==> src/rtl/otl_pack_lanes.sv <==
// Sample-to-word packer: extends narrow samples to lanes and packs LANES of them
// per output word (first sample in the MS lane), with frame-end partial flush.
module otl_pack_lanes #(
  parameter int unsigned SAMPLE_W = 12,
  parameter int unsigned LANE_W   = 16,
  parameter int unsigned LANES    = 2,
  parameter int unsigned SIGN_EXT = 0
) (
  input  logic                      clk,
  input  logic                      rst_n,
  input  logic [SAMPLE_W-1:0]       data_i,
  input  logic                      valid_i,
  input  logic                      last_i,
  output logic                      ready_o,
  output logic [LANES*LANE_W-1:0]   data_o,
  output logic [LANES-1:0]          keep_o,
  output logic                      last_o,
  output logic                      valid_o,
  input  logic                      ready_i
);

  localparam int unsigned PTR_W  = $clog2(LANES);
  localparam int unsigned WORD_W = LANES * LANE_W;

  logic [PTR_W-1:0]  lane_ptr;
  logic [WORD_W-1:0] acc_q;
  logic [WORD_W-1:0] merged;
  logic [LANE_W-1:0] ext;
  logic [LANES-1:0]  keep_next;
  logic              acc_en;
  logic              close;

  always_comb begin
    ext = LANE_W'(data_i);
    if (SIGN_EXT != 0) begin
      for (int unsigned i = SAMPLE_W; i < LANE_W; i++) begin
        ext[i] = data_i[SAMPLE_W-1];
      end
    end
  end

  // Current sample merged into the accumulator so a closing word can load in one edge.
  always_comb begin
    merged    = acc_q;
    keep_next = '0;
    for (int unsigned k = 0; k < LANES; k++) begin
      if (lane_ptr == PTR_W'(k)) begin
        merged[(LANES-1-k)*LANE_W +: LANE_W] = ext;
      end
      keep_next[LANES-1-k] = (PTR_W'(k) <= lane_ptr);
    end
  end

  assign ready_o = ~valid_o | ready_i;
  assign acc_en  = valid_i & ready_o;
  assign close   = acc_en & ((lane_ptr == PTR_W'(LANES-1)) | last_i);

  always_ff @(posedge clk) begin
    if (!rst_n) begin
      lane_ptr <= '0;
      acc_q    <= '0;
      data_o   <= '0;
      keep_o   <= '0;
      last_o   <= 1'b0;
      valid_o  <= 1'b0;
    end else begin
      if (valid_o && ready_i && !close) begin
        valid_o <= 1'b0;
      end
      if (acc_en) begin
        if (close) begin
          data_o   <= merged;
          keep_o   <= keep_next;
          last_o   <= last_i;
          valid_o  <= 1'b1;
          acc_q    <= '0;
          lane_ptr <= '0;
        end else begin
          acc_q    <= merged;
          lane_ptr <= lane_ptr + PTR_W'(1);
        end
      end
    end
  end

endmodule

==> config.mk <==
export PLATFORM = sky130hd
export DESIGN_NAME = otl_pack_lanes
export DESIGN_NICKNAME = d
export VERILOG_FILES = /design/src/rtl/otl_pack_lanes.sv
export SDC_FILE = /design/constraint.sdc
export NUM_CORES = 1
export LEC_CHECK = 0
export BUFFER_PORTS_ARGS = -buffer_cell sky130_fd_sc_hd__buf_2
export CAP_MARGIN = 15
export CORE_ASPECT_RATIO = 0.9
export CORE_MARGIN = 10
export CORE_UTILIZATION = 41
export DETAILED_ROUTE_END_ITERATION = 7
export PLACE_DENSITY = 0.7
export SETUP_SLACK_MARGIN = 0.5
export SYNTH_ARGS = -nofsm -noshare
export SYNTH_HDL_FRONTEND = slang
export SYNTH_SLANG_ARGS = --single-unit
==> constraint.sdc <==
create_clock -name clk -period 1.55 [get_ports clk]
set_input_delay 0.465 -clock clk [delete_from_list [all_inputs] [get_ports clk]]
set_output_delay 0.465 -clock clk [all_outputs]
set_load 0.02 [all_outputs]
==> run_results.csv, run 1 <==
group,metric,value,unit
pwr,internal-power,0.00321,W
pwr,power_leakage,1.99,nW
place,hpwl,4990,microns
synth,syn_nets,299,
worst_setup_path,crit_type,"flop to flop",
worst_setup_path,critPathRequiredTime,1.83,ns
synth,syn_area_per_cell,10.3,sq um
layout,fin_util,0.617,
timing,period_share,0.953,
timing,max_freq,677,MHz
status,outcome,"finished clean",
worst_hold_path,holdCritPathClass,"input port to flop",
clocking,cts_root_buf,"clkbuf_8",
clocking,clock_sinks,69,
grt,grt.busiest_layer,"met2",
routing,drc_errors,0,
worst_setup_path,critPathCaptureType,"flop",
floorplan,initial_core_util,0.416,
floorplan,die_h,100,microns
worst_hold_path,hold_path_depth,3,
worst_setup_path,r2r_start,"valid_o",
synth,syn_area,2920,sq um
synth,synth_seq_cells,69,
grt,grt_pass1_wl,13000,microns
place,pre_cts_slack,0.0965,ns
timing,period_minus_slack,1.48,ns
layout,fillCellCount,524,
grt,grt_usage,0.149,
worst_setup_path,crit_start,"valid_o",
timing,slew_viol_final,0,
routing,vias,2580,
routing,viasPerCell,5.66,
timing,finalSetupTns,0,ns
worst_setup_path,crit_arrival,1.76,ns
timing,skew,0.0110,ns
layout,nNetsFinal,375,
grt,met1_usage,0.179,
floorplan,core,7000,sq um
routing,wire_per_inst,19.2,microns
timing,rsz0062_at_grt,"yes",
clocking,cts_tree,"yes",
grt,antenna_found_initial,0,
clocking,htreeDepth,3,
synth,seq_area_frac_synth,0.474,
routing,first_pass_iters,5,
timing,worst_pin_slew,0.391,ns
routing,drt_iter0_markers,216,
timing,slew_headroom,0.739,
grt,grt_max_degree,45,
timing,layout_setup_ws,0.0725,ns
worst_setup_path,worstSetupStartpointType,"flop",
place,port_buffers,53,
worst_hold_path,min_from,"data_i[7]",
worst_hold_path,hold_end,"acc_q[23]",
worst_setup_path,worstPathMaxFanout,7,
grt,grt_remaining_overflow,0,
pwr,powerDensity,1010,nW/um^2
clocking,cts_max_path_buffers,2,
layout,insertedDiodeCount,0,
timing,hold_violations,0,
layout,seq_area,1430,sq um
grt,grt_use_met3,0.0327,
routing,ant_nets,0,
floorplan,io_pins,54,
worst_setup_path,reg2reg_depth,8,
clocking,clkTransAtPathRegs,0.08,ns
pwr,ir_drop,481,uV
synth,yosysWarnings,0,
layout,drive_gt1_frac,0.490,
worst_setup_path,r2r-end,"data_o[7]",
layout,multiInputGateArea,1470,sq um
clocking,postCtsHoldBufs,0,
pwr,swShare,0.267,
routing,wl,8760,microns
place,place_congestion,0.763,
floorplan,row_count,29,
pwr,power_frac_seq,0.436,
floorplan,die_area,10900,sq um
clocking,worstSkewPairLatency,0.35,ns
timing,setup_viol,0,
layout,area_growth_syn_to_layout,48.2,%
pwr,p_sw,0.00117,W
grt,grt.met2_usage,0.243,
synth,syn_inst,282,
floorplan,die_w,109,microns
clocking,cts_buffers,9,
grt,grt_pass1_vias,2442,
pwr,power.share.clock,0.377,
worst_setup_path,r2r_setup_slack,0.07,ns
pwr,p_comb_frac,0.187,
synth,post_synth_num_cell_types,33,
flow_run,max_cap_viol_count,0,
==> cell type report <==
type                    instances  area share
clock buffers                  10      0.0318
inverters                       3     0.00318
flip-flops and latches         69       0.331
clock inverters                 6      0.0200
multi-input cells             181       0.341
well taps                      93      0.0269
repair buffers                 94       0.247
==> layout by cell type, fill, tap and decap left out, drive strengths merged, types with 3 or more instances in the layout <==
| cell | n |
|---|---|
| a21boi | 13 |
| and2 | 4 |
| and3 | 21 |
| buf | 88 |
| bufbuf | 4 |
| clkbuf | 12 |
| clkinv | 3 |
| dfxtp | 69 |
| inv | 3 |
| mux2i | 24 |
| nand2 | 14 |
| nand3 | 9 |
| nand4 | 41 |
| o211a | 25 |
| o211ai | 4 |
| o21ai | 13 |
| o22ai | 4 |
==> critical path, stage by stage, from the launching register on <==
cell and delay [ns]:
dfxtp_2 0.32, nor2b_4 0.13, buf_4 0.13, buf_6 0.11, buf_12 0.12, nor3_4 0.17
buf_6 0.16, clkbuf_16 0.15, o211a_1 0.13
==> routing by layer <==
| metal | vias to the layer above | part of all wire |
|---|---|---|
| met3 | 15 | 0.060 |
| li1 | 1224 | - |
| met1 | 1248 | 0.43 |
| met5 | - | 0 |
| met4 | 0 | 0.023 |
| met2 | 93 | 0.49 |
==> synth_stat cells, drive strengths merged <==
master	number	area, sq um
or2	1	6.26
nand4	41	257
and3	21	141
o22ai	4	25.0
o21a	2	15.0
nor2	2	15.0
buf	20	176
a21boi	13	101
clkbuf	12	45.0
o211a	25	250
mux2i	24	240
nor3	1	10.0
inv	3	11.3
dfxtp	69	1380
o211ai	4	30.0
nand3	6	42.5
nand2	14	52.6
o21ai	13	65.1
nor2b	2	20.0
a31oi	1	6.26
and2	4	25.0
==> per-stage QoR <==
| step | cells | hold WS [ns] | area, sq um | total power [W] |
|---|---|---|---|---|
| final | 456 | 0.409 | 4320 | 0.00438 |
| after CTS | 442 | 0.408 | 4080 | 0.00431 |
| after global placement | 411 | 0.441 | 3300 | 0.00249 |
| after detailed placement | 411 | 0.447 | 3300 | 0.00250 |
| after global routing | 456 | 0.413 | 4320 | 0.00452 |
| after floorplan | 282 | 0.442 | 2980 | 0.00233 |
==> registers in the layout (all words and copies together) (netlist names) <==
name      cells
acc_q        32
data_o       32
keep_o        2
lane_ptr      1
last_o        1
valid_o       1
==> power groups by stage <==
| stage | Sequential (W) | Combinational [W] | Clock, W |
|---|---|---|---|
| 2_1_floorplan | 0.00199 | 0.000336 | 0 |
| 5_1_grt | 0.00192 | 0.000861 | 0.00174 |
| 4_1_cts | 0.00191 | 0.000739 | 0.00166 |
| 3_3_place_gp | 0.00192 | 0.000568 | 0 |
| 6_report | 0.00191 | 0.000818 | 0.00165 |
| 3_5_place_dp | 0.00192 | 0.000573 | 0 |
==> what timing repair did <==
| item | 4_1_cts | 5_1_grt |
|---|---|---|
| pin swaps | 20 | 10 |
| endpoints found under the setup margin | 106 | 106 |
| gates cloned | 7 | 3 |
| resized for setup | 122 | 29 |
| buffers inserted | 8 | 11 |
==> logic make-up after synthesis <==
group,after synthesis,synth area share
mux,24,0.0824
buf+inv,35,0.0798
simple gates,92,0.195
compound gates,62,0.169
flops,69,0.474
==> worst max-delay path by stage <==
stage | endpoint | slack [ns]
after detailed placement | data_o[6] | 0.1
after global routing | data_o[9] | 0.04
after global placement | data_o[6] | 0.10
final | data_o[7] | 0.07
after CTS | ready_o | 0.08
after floorplan | ready_o | 0.14
(Power assumes the default switching activity.)
==> inputs of run 2 (changes only) <==
==> constraint.sdc (replaced) <==
create_clock -name clk -period 1.85 [get_ports clk]
set_input_delay 0.555 -clock clk [delete_from_list [all_inputs] [get_ports clk]]
set_output_delay 0.555 -clock clk [all_outputs]
set_load 0.02 [all_outputs]
==> run 2 against run 1 <==
Compared with the run above: power fell by 23%; non-clock buffer count fell by 18; worst setup slack improved by 0.25 ns; combinational power fell by 33%; hold slack improved by 0.049 ns; cell area fell by 11%; clock power fell by 25%; die area did not move; routed wire length fell by 12%; critical path depth fell by 5; cell count fell by 4.4%; critical path type is now flop to output port; critical endpoint is now ready_o; largest power group unchanged.
==> run_results.csv, run 2 (synthesis gave the netlist of run 1 again) <==
group,metric,value,unit
timing,hold_violations,0,
layout,final_common_cell,"nand4_1",
routing,ant_nets,0,
worst_hold_path,hold_path_depth,2,
clocking,clock_sinks,69,
floorplan,die_area,10900,sq um
routing,wire_per_inst,17.7,microns
worst_setup_path,reg2reg_depth,4,
pwr,ir_drop,381,uV
pwr,power_frac_seq,0.474,
worst_setup_path,critPathCaptureType,"output port",
floorplan,die_w,109,microns
timing,max_freq,655,MHz
place,port_buffers,53,
routing,drc_errors,0,
worst_setup_path,crit_start,"valid_o",
clocking,worstSkewPairLatency,0.35,ns
floorplan,row_count,29,
grt,grt_pass1_wl,12000,microns
routing,viasPerCell,5.57,
flow_run,max_cap_viol_count,0,
timing,worst_pin_slew,0.471,ns
grt,grt_pass1_vias,2283,
pwr,internal-power,0.00246,W
pwr,swShare,0.272,
worst_setup_path,crit_arrival,0.97,ns
layout,top_regs,"acc_q: 32 flops, data_o: 32 flops, keep_o: 2 flops",
pwr,p_sw,0.000918,W
layout,insertedDiodeCount,0,
worst_setup_path,r2r_start,"lane_ptr",
worst_setup_path,path_cells,"nor2b_4 -> inv_2 -> buf_6",
place,postPlaceCellArea,3230,sq um
grt,antenna_found_initial,0,
timing,finalSetupTns,0,ns
timing,skew,0.00730,ns
place,hpwl,4860,microns
grt,grt_usage,0.137,
clocking,cts_root_buf,"clkbuf_8",
worst_setup_path,worstSetupStartpointType,"flop",
worst_setup_path,crit_family,"flip-flops",
timing,whs,0.458,ns
worst_setup_path,slowest_stage,"dfxtp_2",
timing,slew_viol_final,0,
worst_hold_path,holdCritPathClass,"flop to flop",
pwr,power_leakage,1.78,nW
clocking,cts_buffers,9,
layout,nNetsFinal,355,
worst_setup_path,max_stage_delay,0.32,ns
timing,setup_viol,0,
worst_setup_path,crit_buf_inv,2,
layout,drive_gt1_frac,0.423,
grt,grt_max_degree,48,
clocking,cts_max_path_buffers,2,
worst_setup_path,crit_type,"flop to output port",
routing,first_pass_iters,4,
routing,drt_iter0_markers,188,
floorplan,io_pins,54,
floorplan,core,7000,sq um
clocking,htreeDepth,3,
timing,slew_headroom,0.686,
pwr,p_comb_frac,0.162,
routing,wl,7710,microns
worst_hold_path,min_from,"last_o",
pwr,power.share.clock,0.364,
status,outcome,"finished clean",
clocking,clkTransAtPathRegs,0.07,ns
layout,layout.cells.most_common_list,"41 x nand4_1, 37 x dfxtp_2, 36 x buf_6",
worst_setup_path,cp_num_cells,3,
place,place_congestion,0.753,
pwr,powerDensity,881,nW/um^2
floorplan,die_h,100,microns
worst_setup_path,worstPathMaxFanout,2,
clocking,postCtsHoldBufs,0,
layout,finalInstanceArea,3840,sq um
timing,period_minus_slack,1.53,ns
routing,vias,2428,
timing,period_share,0.825,
layout,area_growth_syn_to_layout,31.5,%
floorplan,initial_core_util,0.416,
grt,grt_remaining_overflow,0,
clocking,cts_tree,"yes",
worst_setup_path,critPathRequiredTime,1.29,ns
timing,rsz0062_at_grt,"yes",
run 2: repair_timing:
item	in CTS	in global routing
pin swaps	0	1
cloned	0	2
setup buffers	6	5
gates resized for setup	109	3
setup endpoints to repair	40	60
run 2: worst paths after layout:
kind               end  slack (ns)
max            ready_o        0.32
min             last_o        0.46
max reg2reg  data_o[8]        0.53
min reg2reg     last_o        0.46
run 2: layer usage:
metal  wire length, microns  part of all wire  vias up  GRT usage
met2                   3610              0.47       63      0.205
met4                    110             0.014        0     0.0669
met5                      0                 0        -          0
met1                   3530              0.46     1181      0.175
met3                    458             0.059       14     0.0397
li1                       -                 -     1170          -
run 2: final cells by class:
class                   instances  area, sq um
fillers                       607         3170
flip-flops and latches         69         1430
multi-input cells             179         1330
repair buffers                 76          751
clock buffers                  10          138
well taps                      93          116
clock inverters                 6         62.6
inverters                       3         15.0
run 2: tightest hold or removal path, delay by kind of cell (launching register included):
family / cells / cell delay [ns]
flops: 1 / 0.33
compound gates: 1 / 0.05
simple gates: 1 / 0.05
run 2: per-stage QoR:
stage	std cells	setup slack [ns]	total power (W)	util
finish	436	0.323	0.00338	0.548
global route	436	0.281	0.00352	0.548
CTS	429	0.305	0.00338	0.535
detailed placement	407	0.169	0.00208	0.461
global placement	407	0.195	0.00207	0.461
floorplan	282	0.257	0.00194	-
run 2: power groups by stage:
stage	Clock (W)	Sequential (W)	Combinational [W]
floorplan	0	0.00167	0.000273
global placement	0	0.00161	0.000462
detailed placement	0	0.00161	0.000468
CTS	0.00125	0.00160	0.000528
global route	0.00133	0.00161	0.000581
finish	0.00123	0.00160	0.000547
